`config.mk`:
```
export PLATFORM = sky130hd
export DESIGN_NAME = imem_load_ctrl
export DESIGN_NICKNAME = d
export VERILOG_FILES = /design/src/rtl/imem_load_ctrl_pkg.sv /design/src/rtl/imem_load_ctrl_word_packer.sv /design/src/rtl/imem_load_ctrl.sv
export SDC_FILE = /design/constraint.sdc
export NUM_CORES = 1
export LEC_CHECK = 0
export ABC_AREA = 0
export CAP_MARGIN = 20
export CORE_ASPECT_RATIO = 0.75
export CORE_MARGIN = 5
export CORE_UTILIZATION = 55
export CTS_CLUSTER_DIAMETER = 40
export DETAILED_ROUTE_END_ITERATION = 6
export DONT_BUFFER_PORTS = 1
export PLACE_DENSITY = 0.7
export SLEW_MARGIN = 10
export SYNTH_ARGS = -nofsm -noshare
export SYNTH_HDL_FRONTEND = slang
export SYNTH_HIERARCHICAL = 1
export SYNTH_SLANG_ARGS = --single-unit
```
`constraint.sdc`:
```
create_clock -name clk -period 8.1 [get_ports clk]
set_input_delay 1.62 -clock clk [delete_from_list [all_inputs] [get_ports clk]]
set_output_delay 1.62 -clock clk [all_outputs]
set_load 0.01 [all_outputs]
```
`src/rtl/imem_load_ctrl_pkg.sv`:
```
// rtl/imem_load_ctrl_pkg.sv - shared types and constants for the instruction-memory load controller
//
// Purpose : controller state encoding, word geometry and the byte-alignment
//           helper used by the word packer.
// Ports   : none (package).
package imem_load_ctrl_pkg;

  typedef enum logic [1:0] {
    LDC_IDLE    = 2'd0,
    LDC_DRAIN   = 2'd1,
    LDC_LOAD    = 2'd2,
    LDC_RELEASE = 2'd3
  } ldc_state_e;

  localparam int BYTES_PER_WORD = 4;
  localparam int BYTE_CNT_W     = $clog2(BYTES_PER_WORD);

  // low_aligned carries (held + 1) bytes in its least significant bytes, oldest
  // byte highest. Shifting left puts the oldest byte at [31:24] and leaves the
  // unused low bytes zero, which is exactly the padding a short last word needs.
  function automatic logic [31:0] align_word(input logic [31:0]           low_aligned,
                                             input logic [BYTE_CNT_W-1:0] held);
    return low_aligned << (8 * (BYTES_PER_WORD - 1 - int'(held)));
  endfunction

endpackage

```
`src/rtl/imem_load_ctrl_word_packer.sv`:
```
// rtl/imem_load_ctrl_word_packer.sv - big-endian byte-to-word packer with zero padding on last
//
// Purpose : collects accepted bytes into a 32-bit word, first byte in [31:24].
//           A word completes on the 4th byte or on a byte flagged last; the
//           completed word is presented combinationally in the handshake cycle.
// Ports   : clk, reset (async, active low)
//           i_fire       byte handshake this cycle
//           i_byte       byte value
//           i_last       byte is the final byte of the program
//           o_word       completed (padded) word, valid with o_word_valid
//           o_word_valid word completes on this handshake
module imem_load_ctrl_word_packer
  import imem_load_ctrl_pkg::*;
(
  input  logic        clk,
  input  logic        reset,
  input  logic        i_fire,
  input  logic [7:0]  i_byte,
  input  logic        i_last,
  output logic [31:0] o_word,
  output logic        o_word_valid
);

  logic [23:0]           held_q, held_d;
  logic [BYTE_CNT_W-1:0] cnt_q, cnt_d;
  logic                  complete;

  assign complete     = i_fire && ((cnt_q == BYTE_CNT_W'(BYTES_PER_WORD - 1)) || i_last);
  assign o_word_valid = complete;
  // held_q is zeroed after every completed word, so bits above the held bytes are 0.
  assign o_word       = align_word({held_q, i_byte}, cnt_q);

  always_comb begin
    held_d = held_q;
    cnt_d  = cnt_q;
    if (complete) begin
      held_d = '0;
      cnt_d  = '0;
    end else if (i_fire) begin
      held_d = {held_q[15:0], i_byte};
      cnt_d  = cnt_q + BYTE_CNT_W'(1);
    end
  end

  always_ff @(posedge clk or negedge reset) begin
    if (!reset) begin
      held_q <= '0;
      cnt_q  <= '0;
    end else begin
      held_q <= held_d;
      cnt_q  <= cnt_d;
    end
  end

endmodule

```
`src/rtl/imem_load_ctrl.sv`:
```
// rtl/imem_load_ctrl.sv - shares instruction memory between fetch and a byte-stream program loader
//
// Purpose : on a load request halts the PC, drains the pipeline, writes packed
//           words from address 0 upwards, then clears the PC and returns the
//           memory to fetch.
// Ports   : clk, reset (async, active low)
//           i_load_req, i_byte_valid, i_byte[7:0], i_byte_last, o_byte_ready  loader side
//           i_fetch_pc[31:0]                                                  fetch side
//           o_imem_addr[31:0], o_imem_we, o_imem_wdata[31:0]                  memory port
//           o_if_halt, o_pipe_flush, o_pc_clear                               pipeline control
//           o_load_busy, o_load_done, o_load_err                              status
module imem_load_ctrl
  import imem_load_ctrl_pkg::*;
#(
  parameter int IMEM_DEPTH   = 256,
  parameter int DRAIN_CYCLES = 4
) (
  input  logic        clk,
  input  logic        reset,
  input  logic        i_load_req,
  input  logic        i_byte_valid,
  input  logic [7:0]  i_byte,
  input  logic        i_byte_last,
  output logic        o_byte_ready,
  input  logic [31:0] i_fetch_pc,
  output logic [31:0] o_imem_addr,
  output logic        o_imem_we,
  output logic [31:0] o_imem_wdata,
  output logic        o_if_halt,
  output logic        o_pipe_flush,
  output logic        o_pc_clear,
  output logic        o_load_busy,
  output logic        o_load_done,
  output logic        o_load_err
);

  // One extra bit so word_idx can hold IMEM_DEPTH itself and overflow is seen.
  localparam int IDX_W = $clog2(IMEM_DEPTH) + 1;
  localparam int DRN_W = (DRAIN_CYCLES > 1) ? $clog2(DRAIN_CYCLES) : 1;

  ldc_state_e       state_q;
  logic [DRN_W-1:0] drain_q;
  logic [IDX_W-1:0] word_idx_q;
  logic [31:0]      addr_q;
  logic [31:0]      wdata_q;
  logic             we_q;
  logic             pc_clear_q;
  logic             done_q;
  logic             err_q;
  // Set once the last byte is accepted: the following cycle is the final
  // write cycle, during which no further bytes are taken.
  logic             fin_q;

  logic             byte_fire;
  logic             word_valid;
  logic [31:0]      word;
  logic             mem_full;

  assign o_byte_ready = (state_q == LDC_LOAD) && !fin_q;
  assign byte_fire    = i_byte_valid && o_byte_ready;
  assign mem_full     = (word_idx_q == IDX_W'(IMEM_DEPTH));

  imem_load_ctrl_word_packer u_packer (
    .clk          (clk),
    .reset        (reset),
    .i_fire       (byte_fire),
    .i_byte       (i_byte),
    .i_last       (i_byte_last),
    .o_word       (word),
    .o_word_valid (word_valid)
  );

  always_ff @(posedge clk or negedge reset) begin
    if (!reset) begin
      state_q    <= LDC_IDLE;
      drain_q    <= '0;
      word_idx_q <= '0;
      addr_q     <= '0;
      wdata_q    <= '0;
      we_q       <= 1'b0;
      pc_clear_q <= 1'b0;
      done_q     <= 1'b0;
      err_q      <= 1'b0;
      fin_q      <= 1'b0;
    end else begin
      we_q       <= 1'b0;
      pc_clear_q <= 1'b0;
      done_q     <= 1'b0;
      case (state_q)
        LDC_IDLE: begin
          if (i_load_req) begin
            state_q    <= LDC_DRAIN;
            drain_q    <= DRN_W'(DRAIN_CYCLES - 1);
            word_idx_q <= '0;
            addr_q     <= '0;
            err_q      <= 1'b0;
            fin_q      <= 1'b0;
          end
        end
        LDC_DRAIN: begin
          if (drain_q == '0) begin
            state_q <= LDC_LOAD;
          end else begin
            drain_q <= drain_q - DRN_W'(1);
          end
        end
        LDC_LOAD: begin
          // The write address is latched with the data so word_idx already
          // points at the next slot while the write is on the bus.
          if (word_valid) begin
            if (mem_full) begin
              err_q <= 1'b1;
            end else begin
              we_q       <= 1'b1;
              wdata_q    <= word;
              addr_q     <= 32'({word_idx_q, 2'b00});
              word_idx_q <= word_idx_q + IDX_W'(1);
            end
          end
          if (byte_fire && i_byte_last) begin
            fin_q <= 1'b1;
          end
          if (fin_q) begin
            fin_q      <= 1'b0;
            state_q    <= LDC_RELEASE;
            pc_clear_q <= 1'b1;
            done_q     <= 1'b1;
          end
        end
        LDC_RELEASE: begin
          state_q <= LDC_IDLE;
        end
        default: begin
          state_q <= LDC_IDLE;
        end
      endcase
    end
  end

  assign o_imem_addr  = (state_q == LDC_IDLE) ? i_fetch_pc : addr_q;
  assign o_imem_we    = we_q;
  assign o_imem_wdata = wdata_q;
  assign o_if_halt    = (state_q != LDC_IDLE);
  assign o_pipe_flush = (state_q == LDC_DRAIN) || (state_q == LDC_RELEASE);
  assign o_pc_clear   = pc_clear_q;
  assign o_load_busy  = (state_q != LDC_IDLE);
  assign o_load_done  = done_q;
  assign o_load_err   = err_q;

endmodule

```
Word level (Yosys, flattened, before mapping)
Index checks and enable logic that the tools add are counted.
- register bits: 107
- output and inout bits: 72
- logic and storage cells: 80
- $add $sub $neg: 4
- equal/unequal tests: 12
- shift-type cells: 1
- multiplexer cells: 32
- bitwise gates (word level): 1
- reductions and logical operators: 19
- operator list (cell ; count):
    two-way mux 32 bit ; 4
    case mux 32 bit (2 select lines) ; 1
    two-way mux 24 bit ; 2
    left shift 32 x 32 -> 32 bit ; 1
    two-way mux 9 bit ; 3
    case mux 9 bit (2 select lines) ; 1
    two-way mux 2 bit ; 7
    inequality test 2 bit, second input constant ; 6
    two-way mux 1 bit ; 10
    adder 9 x 1 -> 9 bit, second input constant ; 1
    == test 9 bit, second input constant ; 1
    AND reduction 3 bit ; 3
    case mux 2 bit (4 select lines) ; 1
    AND reduction 4 bit ; 2
    nonzero test 2 bit ; 4
    == test 2 bit, second input constant ; 3
    logical AND 1 bit ; 4
    logical NOT 2 bit ; 2
    case mux 1 bit (2 select lines) ; 2
    case mux 2 bit (2 select lines) ; 1
    subtractor 2 x 2 -> 3 bit, first input constant ; 1
    adder 2 x 1 -> 2 bit, second input constant ; 1
    == test 2 x 1 -> 1 bit, second input constant ; 1
    logical OR 1 bit ; 2
    other kinds (5) ; 5

Longest topological paths before layout
- depth in word-level cells: 7
- depth in mapped cells: 12
- mapped depth without buffers: 9

Cells and area by module
Netlist, hierarchy kept.
- modules (own cells, without submodules) (module ; instances ; cells an instance ; area an instance (um^2)):
    imem_load_ctrl ; 1 ; 259 ; 3004.1
    imem_load_ctrl_word_packer ; 1 ; 173 ; 1699.1

Worst setup path after synthesis
No wires, ideal clock.
- kind: input port to output port
- start point: input port i_fetch_pc[10]
- end point: output port o_imem_addr[10]
- data arrival time: 1.895 ns
- path slack: 4.585 ns
- stages: 1
- path buffers: 0
- path through: mux2_2
- longest elaborated chain between the ends: 1
- ends and longest elaborated chain (what ; RTL line ; source):
    start: declaration ; imem_load_ctrl.sv:25 ; input logic [31:0] i_fetch_pc,
    two-way mux 32 bit ; imem_load_ctrl.sv:140 ; assign o_imem_addr = (state_q == LDC_IDLE) ? i_fetch_pc : addr_q;
    end: declaration ; imem_load_ctrl.sv:26 ; output logic [31:0] o_imem_addr,
Every way passes these cells.

Worst setup path after layout
- start point: register state_q[0]
- end point: register addr_q[8]
- longest elaborated chain between the ends: 6
- elaborated cells between the ends (all ways): 11
- those cells by class: eq/ne: 4; mux: 1; reduce/logical: 6
- ends and longest elaborated chain (what ; RTL line ; source):
    start: declaration ; imem_load_ctrl.sv:41 ; ldc_state_e state_q;
    start signal: assignment ; imem_load_ctrl.sv:75 ; state_q <= LDC_IDLE;
    start signal: assignment ; imem_load_ctrl.sv:92 ; state_q <= LDC_DRAIN;
    start signal: assignment ; imem_load_ctrl.sv:102 ; state_q <= LDC_LOAD;
    == test 2 bit ; imem_load_ctrl.sv:59 ; assign o_byte_ready = (state_q == LDC_LOAD) && !fin_q;
    logical AND 1 bit ; imem_load_ctrl.sv:59 ;
    named net o_byte_ready ; imem_load_ctrl.sv:24 ; output logic o_byte_ready,
    logical AND 1 bit ; imem_load_ctrl.sv:60 ; assign byte_fire = i_byte_valid && o_byte_ready;
    named net byte_fire ; imem_load_ctrl.sv:54 ; logic byte_fire;
    logical AND 1 bit ; imem_load_ctrl_word_packer.sv:28 ; assign complete = i_fire && ((cnt_q == BYTE_CNT_W'(BYTES_PER_WORD - 1)) || i_last);
    named net word_valid ; imem_load_ctrl.sv:55 ; logic word_valid;
    inequality test 2 x 1 -> 1 bit (no line) ; - ;
    AND reduction 4 bit (no line) ; - ;
    end signal: assignment ; imem_load_ctrl.sv:116 ; addr_q <= 32'({word_idx_q, 2'b00});
    end: declaration ; imem_load_ctrl.sv:44 ; logic [31:0] addr_q;
The timed path passes the listed nets, and every way through them passes these cells.
A chain may end at the register's enable or synchronous reset.

==> results.md <==
* Slew headroom at 0.4124
* Tot GR Track Use at 0.2038
* Core area at 8418 um2
* Initial antenna violation count at 0
* Die area at between 10000 and 15000 um2
* Netlist cell types at 42
* Startpoint types: flip-flop
* # rows at 29
* CP Capture Type: flip-flop
* Num CTS Buffers at 9
* PortBufs at 0
* H-tree depth at 3
* Non-filler cells, final at 527
* Die width at 116.8 um
* Largest net degree at the start of global routing at 85
* Post-CTS Setup Inserts at 0
* IO Pins at 117
* CP Data Required Time at 8.32 ns
* Most frequent cells in the layout: dfrtp_1 (84), nand2_1 (40), mux2_4 (37)
* Later-pin clock latency in the skew report at between 0.3 and 0.4 ns
* Top cell type's share of synthesized area at 0.4469
* WL/cell at 20.11 um
* Commonest non-fill, non-tap cell in the layout: dfrtp_1
* Final setup vio count at 0
* Cells after Synth at 432
* Post-Synth Simple-Gate Area at 0.1421
* Placed inst area at between 4000 and 5000 um2
* GPL Wtd Cong at about 0.84
* Starting Density at 0.5587
* Final min period at between 3 and 4 ns
* Via density at 6.027
* Final Hold Viols at 0
* LEAKAGE at 0.002237 uW
* Synth warn at 6
* Vias in the first global route at 3120
* Netlist Area Pre-Place at 4703 um2
* Vias at approximately 3200
* CP Max Fanout at 53
* Post-synthesis mux area share at 0.2107
* HPWL after detailed placement at 7392 um
* Max-slew violation count at 0
* Grt ovf at 0
* Layout Nets at 467
* CTS tree: yes
* Setup tns final at 0 ns
* Leading post-synthesis cells by cell area: dfrtp_1 (45%), mux2_4 (12%), and2_1 (3.9%)
* Post-CTS Resized at 0
* Placed insts at 511
* Worst-path clk slew at 0.06 ns
* Largest family of logic cells by synthesized area: multiplexers
* Top cell type by total area after synthesis: dfrtp_1
* Die Ht at 90.09 um
* F_max at 0.2511 GHz
* Fin area at 4960 um2
* Mapped Nets at ~490
* Worst slack, placed at 3.893 ns
* Final ANT Viol Nets at 0
* HP Class: flip-flop to flip-flop
* Fin Clk Skew at between 0.01 and 0.015 ns
* Setup WS post-layout at between 4 and 5 ns
* WL final at between 10000 and 15000 um
* Final Cycle Share at 0.4917
* Max Buffers Root-to-Sink at 2
* PD cells at 377.0 nW/um2
* RSZ-0062 raised after global routing: no
* Post-Synth XOR/XNOR Area at 0.003724
* Number of hold buffers added after CTS at 0
* Reg area at 2102 um2
* Seq/Total Area, Yosys at 0.4469
* Status: complete, no violations
* DRC at 0
* Detailed Routing Iterations Pass 1 at 4
* Synth Register Bits at 84
* Peak supply drop at 0.0002540 V
* Max cap viols at 0
* Area of the multi-input gates at 2227 um2
* Crit path DAT at 4.20 ns
* Worst-Margin Slew at 0.8814 ns
* CTS root buf: clkbuf_16
* Iteration-0 DRC Markers at 226
* Global-route wire length before repair at 16680 um
* Clock sink count at 84
* Area growth syn-to-layout at 5.454%
* Mean Syn Cell Area at 10.89 um2
* Adder-Cell Fraction of Synth Area at 0.02128
* Critical path class: flip-flop to flip-flop
* Fillers at 662
* Share of post-route cells with drive strength above 1 at 0.1862
* Synth Area in Compound Gates at 0.09577
* Number of antenna diodes at 0
-- worst max-delay path: stages, from the launching register on --
cell	delay [ns]
dfrtp_1	0.41
inv_1	0.09
ha_1	0.55
nor2b_1	0.44
and2_1	0.18
buf_4	0.40
and2_1	0.23
nand2b_1	0.13
nand3_1	0.44
a21oi_1	0.59
mux2_2	0.39
-- final cells by class --
cell class | instances | share of cell area
clock inverters | 6 | 0.01766
multi-input cells | 278 | 0.4490
inverters | 37 | 0.02800
flip-flops and latches | 84 | 0.4238
well taps | 108 | 0.02725
clock buffers | 10 | 0.04818
repair buffers | 4 | 0.006054
-- flip-flops by register name (all words and copies together) (netlist names) --
signal,count
addr_q,9
drain_q,2
fin_q,1
o_imem_wdata,32
o_imem_we,1
o_load_done,1
o_load_err,1
state_q,2
u_packer/cnt_q,2
u_packer/held_q,24
word_idx_q,9
-- per-layer routing --
layer	routed length (um)	global-route usage	up-vias
li1	-	-	1467
met1	4602	0.2942	1548
met2	4827	0.2926	146
met3	1011	0.06779	15
met4	157	0.05826	0
met5	0	0	-
-- cells in the mapped netlist, drive strengths merged --
| library cell | n |
|---|---|
| mux2i | 9 |
| or3 | 1 |
| mux4 | 8 |
| nand3 | 10 |
| o311ai | 1 |
| o21ai | 14 |
| a2111o | 1 |
| nand4bb | 1 |
| mux2 | 50 |
| or2 | 5 |
| nor3 | 1 |
| clkbuf | 14 |
| nor2b | 4 |
| a22o | 8 |
| nand4 | 3 |
| xnor2 | 2 |
| a21oi | 15 |
| inv | 36 |
| nand2 | 40 |
| o41ai | 1 |
| buf | 19 |
| dfrtp | 84 |
| nor2 | 16 |
| o211ai | 2 |
| and3 | 12 |
| nand2b | 5 |
| a22oi | 1 |
| ha | 8 |
| or4 | 2 |
| a311oi | 1 |
| and2 | 29 |
| o22ai | 28 |
| clkinv | 1 |
-- report_power, final --
| part | switching (uW) | leakage, uW | total, uW | internal (uW) |
|---|---|---|---|---|
| combinational | 365 | 0.000954 | 674 | 309 |
| clock | 164 | 0.000162 | 442 | 278 |
| sequential | 177 | 0.00112 | 754 | 577 |
-- path summary, 6_finish.rpt --
check / start / end / slack, ns / depth (start not counted)
worst max-delay path: state_q[0]$_DFFE_PN0P_ / addr_q[8]$_DFFE_PN0P_ / 4.12 / 10
worst min-delay path: fin_q$_DFFE_PN0P_ / o_load_done$_DFF_PN0_ / 0.52 / 1
worst max register to register: state_q[0]$_DFFE_PN0P_ / addr_q[8]$_DFFE_PN0P_ / 4.12 / 10
worst min register to register: fin_q$_DFFE_PN0P_ / o_load_done$_DFF_PN0_ / 0.52 / 1
max in group asynchronous: reset / fin_q$_DFFE_PN0P_ / 6.95 / 0
min in group asynchronous: reset / u_packer/held_q[8]$_DFFE_PN0P_ / 0.98 / 0
-- per-stage QoR --
step	power [uW]	hold slack (ns)	util
2_1_floorplan	1300	0.4744	-
3_3_place_gp	1402	0.4942	0.5504
3_5_place_dp	1436	0.5175	0.5504
4_1_cts	1882	0.5314	0.5892
5_1_grt	1997	0.5482	0.5892
6_report	1870	0.5238	0.5892
-- kinds of logic (layout without fill, tap and decap cells) --
group | count (synthesis) | in the layout
and+or+nand+nor | 129 | 129
buffers and inverters | 70 | 57
muxes | 67 | 67
adders and majority gates | 8 | 8
xor gates and xnor gates | 2 | 2
DFF | 84 | 84
AOI/OAI and AO/OA | 72 | 72
(Power assumes the default switching activity.)
